==> src/rtl/bvb_bank_scheduler.sv <==
// Bank sequencer for the banked vector RAM: walks banks, drives RAM address, grants id->vector moves.
// Optional build macro BVB_BANK_SKIP_EN jumps straight to the next requested bank instead of stepping.
module bvb_bank_scheduler #(
    parameter int CHANNEL_NUM    = 4,
    parameter int COL_ID_SIZE    = 10,
    parameter int RAM_SPLIT_BITS = 3,
    parameter int RAM_SPLITS     = 8,
    parameter int BVB_ADDR_SIZE  = 12
) (
    input  logic                               clk,
    input  logic                               rst_n,
    input  logic [CHANNEL_NUM*COL_ID_SIZE-1:0] id,
    input  logic [CHANNEL_NUM-1:0]             id_fifo_empty,
    input  logic [CHANNEL_NUM-1:0]             vec_fifo_full,
    input  logic [BVB_ADDR_SIZE-1:0]           image_base,
    input  logic                               image_load,
    input  logic                               image_done,
    output logic [CHANNEL_NUM-1:0]             id_fifo_read,
    output logic [CHANNEL_NUM-1:0]             vec_fifo_wr_en,
    output logic [BVB_ADDR_SIZE-1:0]           ram_addr,
    output logic [RAM_SPLIT_BITS-1:0]          bank,
    output logic                               busy,
    output logic                               image_complete
);

    typedef enum logic [1:0] {IDLE, SETTLE, RUN} state_t;

    localparam logic [RAM_SPLIT_BITS-1:0] LAST_BANK = RAM_SPLIT_BITS'(RAM_SPLITS - 1);
    localparam logic [RAM_SPLIT_BITS-1:0] BANK_ONE  = RAM_SPLIT_BITS'(1);
    localparam int                        PAD_W     = BVB_ADDR_SIZE - RAM_SPLIT_BITS;

    state_t                              state, state_n;
    logic [RAM_SPLIT_BITS-1:0]           bank_n, next_bank;
    logic [BVB_ADDR_SIZE-1:0]            image_start, start_n;
    logic [CHANNEL_NUM*RAM_SPLIT_BITS-1:0] bank_ids;
    logic [CHANNEL_NUM-1:0]              pend, grant;
    logic                                id_unused;

    function automatic logic [RAM_SPLIT_BITS-1:0] seq_next(input logic [RAM_SPLIT_BITS-1:0] b);
        return (b == LAST_BANK) ? '0 : b + BANK_ONE;
    endfunction

`ifdef BVB_BANK_SKIP_EN
    // First bank after b (with wrap) that some non-empty head targets; plain step if none.
    function automatic logic [RAM_SPLIT_BITS-1:0] skip_next(
        input logic [RAM_SPLIT_BITS-1:0]             b,
        input logic [CHANNEL_NUM*RAM_SPLIT_BITS-1:0] ids,
        input logic [CHANNEL_NUM-1:0]                valid
    );
        logic [RAM_SPLIT_BITS-1:0] cand, res;
        logic                      found;
        cand  = b;
        res   = seq_next(b);
        found = 1'b0;
        for (int off = 1; off < RAM_SPLITS; off++) begin
            cand = seq_next(cand);
            for (int ch = 0; ch < CHANNEL_NUM; ch++) begin
                if (!found && valid[ch] && ids[ch*RAM_SPLIT_BITS +: RAM_SPLIT_BITS] == cand) begin
                    res   = cand;
                    found = 1'b1;
                end
            end
        end
        return res;
    endfunction

    assign next_bank = skip_next(bank, bank_ids, ~id_fifo_empty);
`else
    assign next_bank = seq_next(bank);
`endif

    // Only the bank-select bits of each id matter here; the column bits pass through untouched.
    assign id_unused = ^id;

    always_comb begin
        bank_ids = '0;
        pend     = '0;
        for (int ch = 0; ch < CHANNEL_NUM; ch++) begin
            bank_ids[ch*RAM_SPLIT_BITS +: RAM_SPLIT_BITS] = id[(ch+1)*COL_ID_SIZE-1 -: RAM_SPLIT_BITS];
            pend[ch] = ~id_fifo_empty[ch] &
                       (bank_ids[ch*RAM_SPLIT_BITS +: RAM_SPLIT_BITS] == bank);
        end
    end

    always_comb begin
        state_n        = state;
        bank_n         = bank;
        start_n        = image_start;
        grant          = '0;
        image_complete = 1'b0;
        case (state)
            IDLE: begin
                if (image_load) begin
                    start_n = image_base;
                    bank_n  = '0;
                    state_n = SETTLE;
                end
            end
            SETTLE: state_n = RUN;
            RUN: begin
                grant = pend & ~vec_fifo_full;
                if (|pend) begin
                    state_n = RUN;
                end else if (~&id_fifo_empty) begin
                    bank_n  = next_bank;
                    state_n = SETTLE;
                end else if (image_done) begin
                    image_complete = 1'b1;
                    state_n        = IDLE;
                end
            end
            default: state_n = IDLE;
        endcase
    end

    // ram_addr always tracks image_start + bank, so it is simply reloaded every cycle.
    always_ff @(posedge clk or negedge rst_n) begin
        if (!rst_n) begin
            state       <= IDLE;
            bank        <= '0;
            image_start <= '0;
            ram_addr    <= '0;
        end else begin
            state       <= state_n;
            bank        <= bank_n;
            image_start <= start_n;
            ram_addr    <= start_n + {{PAD_W{1'b0}}, bank_n};
        end
    end

    assign id_fifo_read   = grant;
    assign vec_fifo_wr_en = grant;
    assign busy           = (state != IDLE);

endmodule

==> config.mk <==
export PLATFORM = sky130hd
export DESIGN_NAME = bvb_bank_scheduler
export DESIGN_NICKNAME = d
export VERILOG_FILES = /design/src/rtl/bvb_bank_scheduler.sv
export SDC_FILE = /design/constraint.sdc
export NUM_CORES = 1
export LEC_CHECK = 0
export ABC_CLOCK_PERIOD_IN_PS = 3700
export BUFFER_PORTS_ARGS = -buffer_cell sky130_fd_sc_hd__buf_2
export CORE_ASPECT_RATIO = 0.5
export CORE_MARGIN = 2
export CORE_UTILIZATION = 44
export DETAILED_ROUTE_END_ITERATION = 7
export PLACE_DENSITY = 0.82
export SYNTH_ARGS = -nofsm -noshare
export SYNTH_HDL_FRONTEND = slang
export SYNTH_SLANG_ARGS = --single-unit
==> constraint.sdc <==
create_clock -name clk -period 3.7 [get_ports clk]
set_input_delay 0.74 -clock clk [delete_from_list [all_inputs] [get_ports clk]]
set_output_delay 0.74 -clock clk [all_outputs]
set_load 0.05 [all_outputs]
**Yosys cells after proc, flatten, opt, wreduce, memory -nomap -nowiden**

Cells that the tools add are included.

- Register bits after elaboration: 29
- Bits of input ports: 64
- Output and inout bits: 25
- Logic and storage cells: 47

- $add $sub $neg: 2
- Eq/ne operators: 9
- Muxes and demuxes: 17
- Bitwise gates (word level): 10
- Reduce and logical (&&, ||, !) cells: 5

Operators with widths:

| cell | number |
|---|---|
| $mux 12 | 2 |
| $add 12x3->12 | 1 |
| $eq 3x3->1 | 4 |
| $mux 3 | 4 |
| $mux 2 | 4 |
| $pmux 2 s3 | 1 |
| $pmux 3 s2 | 1 |
| $and 1x1->1 | 4 |
| $and 4x4->4 | 1 |
| $mux 1 | 4 |
| $mux 4 | 1 |
| $ne 4x4->1 const B | 1 |
| $not 1->1 | 4 |
| $not 4->4 | 1 |
| $reduce_and 4->1 | 1 |
| $reduce_or 4->1 | 1 |
| $add 3x1->3 const B | 1 |
| $eq 3x3->1 const B | 1 |
| $eq 2x1->1 const B | 1 |
| $eq 2x2->1 const B | 1 |
| $logic_not 2->1 | 1 |
| $ne 2x2->1 const B | 1 |
| $reduce_and 2->1 | 1 |
| $reduce_bool 2->1 | 1 |

**Longest topological paths before layout**

- Word-level depth: 6
- Depth in mapped cells: 14
- Gate-level depth less buffers: 13

**Worst setup path before layout**

Ideal clock, no wire load.

- Kind: register to output
- From: register bank[2]
- To: output vec_fifo_wr_en[3]
- Data arrival time: 2922 ps
- Required time: 2960 ps
- Setup slack: 38 ps
- Cell stages (with the launch flop): 6
- Path buffers: 2
- Path through: dfrtp_1 -> buf_6 -> xor2_1 -> nor4_1 -> nor3b_1 -> buf_4

- Cells in the longest elaborated chain, start to end: 4

Ends and longest elaborated chain:

| what | line | RTL |
|---|---|---|
| start, declared | 21 | `output logic [RAM_SPLIT_BITS-1:0] bank,` |
| start signal, assigned | 125 | `bank <= bank_n;` |
| $eq 3x3->1 | 81 | `(bank_ids[ch*RAM_SPLIT_BITS +: RAM_SPLIT_BITS] == bank);` |
| $and 1x1->1 | 80 | `pend[ch] = ~id_fifo_empty[ch] &` |
| $and 4x4->4 | 101 | `grant = pend & ~vec_fifo_full;` |
| $mux 4 | 91 | `case (state)` |
| end, declared | 19 | `output logic [CHANNEL_NUM-1:0] vec_fifo_wr_en,` |

No other way between the ends.

**Worst setup path in the final report**

- From: register bank[1]
- To: register ram_addr[10]

- Cells in the longest elaborated chain, start to end: 6
- Elaborated cells between the ends (all ways): 17
- Those cells by class: add/sub (2); eq/ne (5); mux (5); bitwise (4); reduce/logical (1)

Ends and longest elaborated chain:

| what | line | RTL |
|---|---|---|
| $eq 3x3->1, on equally long branches | 81, 40 |  |
| $and 1x1->1 or $mux 3 (tied branches) | 80, 40 |  |
| $reduce_or 4->1 or $mux 3 (tied branches) | 102, 104 |  |
| $mux 3 * | 102 | `if (\|pend) begin` |
| $pmux 3 s2 * | 91 |  |
| via bank_n[0] | 33 | `logic [RAM_SPLIT_BITS-1:0] bank_n, next_bank;` |
| $add 12x3->12 * | 127 | `ram_addr <= start_n + {{PAD_W{1'b0}}, bank_n};` |
| end signal, assigned | 127 |  |
| end, declared | 20 | `output logic [BVB_ADDR_SIZE-1:0] ram_addr,` |

The timed path passes the listed nets; every way through them passes the cells marked *.
A chain may end at the register's enable or synchronous reset.

==> run metrics <==
status=completed; NetSw=0.000822 W; GR Overflow Total=0; EDFF count, synth=0; vias after detailed routing=approximately 1200; # rows=15; fmax=310 MHz; hpwl dp=2460 um; Bufs on Longest Clock Path=2; Top FF cell, synth=dfrtp_1; global-route wire length before repair=4890 um; share of the synthesized area in the top cell type=45.0%; starting density of the core=between 40% and 50%; hold_buf cts=0; Slowest cell on crit path=dfrtp_1; RSZ-0062 raised after global routing=false; Worst R2R End=ram_addr[10]$_DFF_PN0_; Filler Cell Count=just under 300; Worst setup SP type=flop; First-pass DRT Iterations=4; Core Footprint=3470 um^2; die width=89.7 um; CP bufs+invs=2; DR WL/cell=12.7 um; DRT Wirelength=3210 um; Cells after DPL=approximately 250; fin cells=253; Synth Register Bits=29; Int Pwr=0.000933 W; Worst-Skew Late Latency=0.28 ns; Starting DRT DRC Count=60; largest net degree at the start of global routing=30; Slew Limit Headroom=58.5%; Syn Inst Count=140; Placed Area=1930 um^2; Critical Path Max Stage Delay=0.54 ns; Die Area=4200 um^2; Maximum Capacitance Violations=0; setup violators final=0; vias per cell=4.90; gr usage total=16.3%; Hold Vio Cnt, Final=0; Area contributors post-synth=dfrtp_1, xor2_1, mux2_2; share of cells above drive strength 1=42.1%; YS warnings=0; Syn Area/Cell=about 12 um^2; cells along the critical path=xor2_1, nor4_1, nor4_2, nor3b_4, a22o_1, ha_1, inv_1, fa_1, inv_1, a21o_1, o211ai_1, nor3_1, xor2_1; Routed Antenna Nets=0; global placer's final weighted congestion=0.785; initial antenna violation count=0; CP top delay family=simple AND/OR/NAND/NOR gates; min Tclk post-route=around 3.2 ns; die extent in y=46.8 um; vias in the first global route=1162; library cells used by synthesis=38; n_diodes=0; clk sinks=29; Worst Path Required=3.90 ns; CTS tree=yes; post-synthesis cell type with the largest combined area=dfrtp_1; logic gate share of total power=a little over half; IO buf count=60; syn_nets=210; post-synthesis sequential area ratio=45.0%; fin crit share=87.2%; Reg area=726 um^2; postcts setup bufs=0; Util after Layout=approximately 58%; H-Tree Depth=2; Crit Path Class=reg -> reg; part of the power in registers=between 30% and 40%; Power Dens Cells=872 nW/um^2; Clk pwr share=about 14%; DRC=0; root buf cell=clkbuf_8; setup_tns=0 ns; worst r2r src=bank[1]$_DFF_PN0_; Layout area overhead=24.8%; multi-input logic area=778 um^2; P_leak=1.02 nW; switching part of the total=46.8%; peak supply drop=0.278 mV; WP data arrival=3.43 ns; cells on worst reg2reg path=13; worst slew pin tran=0.623 ns; fin nets=271; fin area=2010 um^2; cell area after synthesis=between 1500 and 2000 um^2; FFs w/ async S/R, synth=between 90% and 100%; total chip power=between 0.0015 and 0.002 W; reg-to-reg slack, setup=between 0.4 and 0.5 ns; crit-path max FO=8; clock-pin slew of the registers on the worst-case setup and hold paths=0.06 ns; CTS buffer count=5; I/O pin count=89; PostCTS Resize Cnt=0; Worst Skew=0.00457 ns; Slew Viols, Final=0; Critical Path Sink Type=flop; Hold WC Path Type=in -> async
## logic make-up (layout without fill, tap and decap cells)
logic type	Yosys count	count (layout)	share of synthesized area, %
compound gates	13	13	5.89
mux	15	15	9.92
flops	29	29	45.0
buf+inv	19	81	6.82
fa+ha+maj	6	6	5.12
xor+xnor	23	23	12.5
simple gates	35	35	14.8
## layout make-up
class / count / share of cell area [%]
sequential: 29 / 36.0
tap: 51 / 3.17
clock buffer: 6 / 3.60
inverter: 9 / 1.68
multi-input combinational: 92 / 38.6
timing repair buffer: 64 / 16.4
clock inverter: 2 / 0.497
## flip-flops by register name, indices dropped and copies added, names as in the netlist
name	count
bank	3
ram_addr	12
state	2
image_start	12
## worst register-to-register path, delay by kind of cell (launching register included)
family          cells  cell delay [ns]
fa+ha+maj           2             0.59
flops               1             0.54
simple gates        4             1.00
buf+inv             2             0.13
compound gates      3             0.52
xor+xnor            2             0.36
## power groups by stage
| stage | registers [W] | logic [W] | clock network [W] |
|---|---|---|---|
| global route | 0.000588 | 0.00103 | 0.000261 |
| CTS | 0.000571 | 0.000953 | 0.000252 |
| finish | 0.000570 | 0.000945 | 0.000241 |
| detailed placement | 0.000574 | 0.000950 | 0 |
| floorplan | 0.000823 | 0.000498 | 0 |
| global placement | 0.000567 | 0.000927 | 0 |
## worst max-delay path by stage
stage | start | to | cells past startpoint
finish | bank[1]$_DFF_PN0_ | ram_addr[10]$_DFF_PN0_ | 13
global route | bank[0]$_DFF_PN0_ | ram_addr[10]$_DFF_PN0_ | 13
CTS | bank[1]$_DFF_PN0_ | ram_addr[10]$_DFF_PN0_ | 13
detailed placement | id[7] | ram_addr[10]$_DFF_PN0_ | 14
global placement | id[7] | ram_addr[10]$_DFF_PN0_ | 14
floorplan | bank[2]$_DFF_PN0_ | vec_fifo_wr_en[3] | 5
## layout by cell type (no fill, tap or decap), types with 2 or more instances in the layout
master    netlist  final
nor3b_1         5      5
dfrtp_1        29     29
clkbuf_8        0      5
xor2_1         16     16
nand2b_1        2      2
nand3_1         3      3
a22o_1          3      3
nand2_1         4      4
clkinv_2        0      2
a21oi_1         2      2
ha_1            5      5
a21o_1          2      2
buf_4           8      4
xnor2_1         7      7
mux2_2          7      7
nor3b_2         2      2
nand4_1         3      3
mux2i_1         7      7
buf_2           1     60
nor2_1          3      3
inv_1           9      9
nor4_1          4      4
## synthesized netlist by cell type (2+ instances only)
cell type   n
nand3_1     3
dfrtp_1    29
nor4_1      4
xor2_1     16
nor3b_1     5
nor3b_2     2
a22o_1      3
ha_1        5
nor2_1      3
nand4_1     3
inv_1       9
a21oi_1     2
mux2i_1     7
nand2b_1    2
xnor2_1     7
nand2_1     4
mux2_2      7
buf_4       8
a21o_1      2
## layer usage
| metal | vias up | GRT usage [%] | routed length (um) |
|---|---|---|---|
| met5 | - | 0 | 0 |
| met4 | 0 | 9.55 | 68 |
| met3 | 7 | 4.22 | 204 |
| met2 | 60 | 30.6 | 1580 |
| met1 | 571 | 17.4 | 1360 |
| li1 | 601 | - | - |
## through the flow
stage	setup WS, ns	hold slack [ns]
3_5_place_dp	0.217	0.488
6_report	0.474	0.476
3_3_place_gp	0.230	0.484
2_1_floorplan	0.0375	0.444
5_1_grt	0.168	0.511
4_1_cts	0.441	0.487
(Power assumes the default switching activity.)
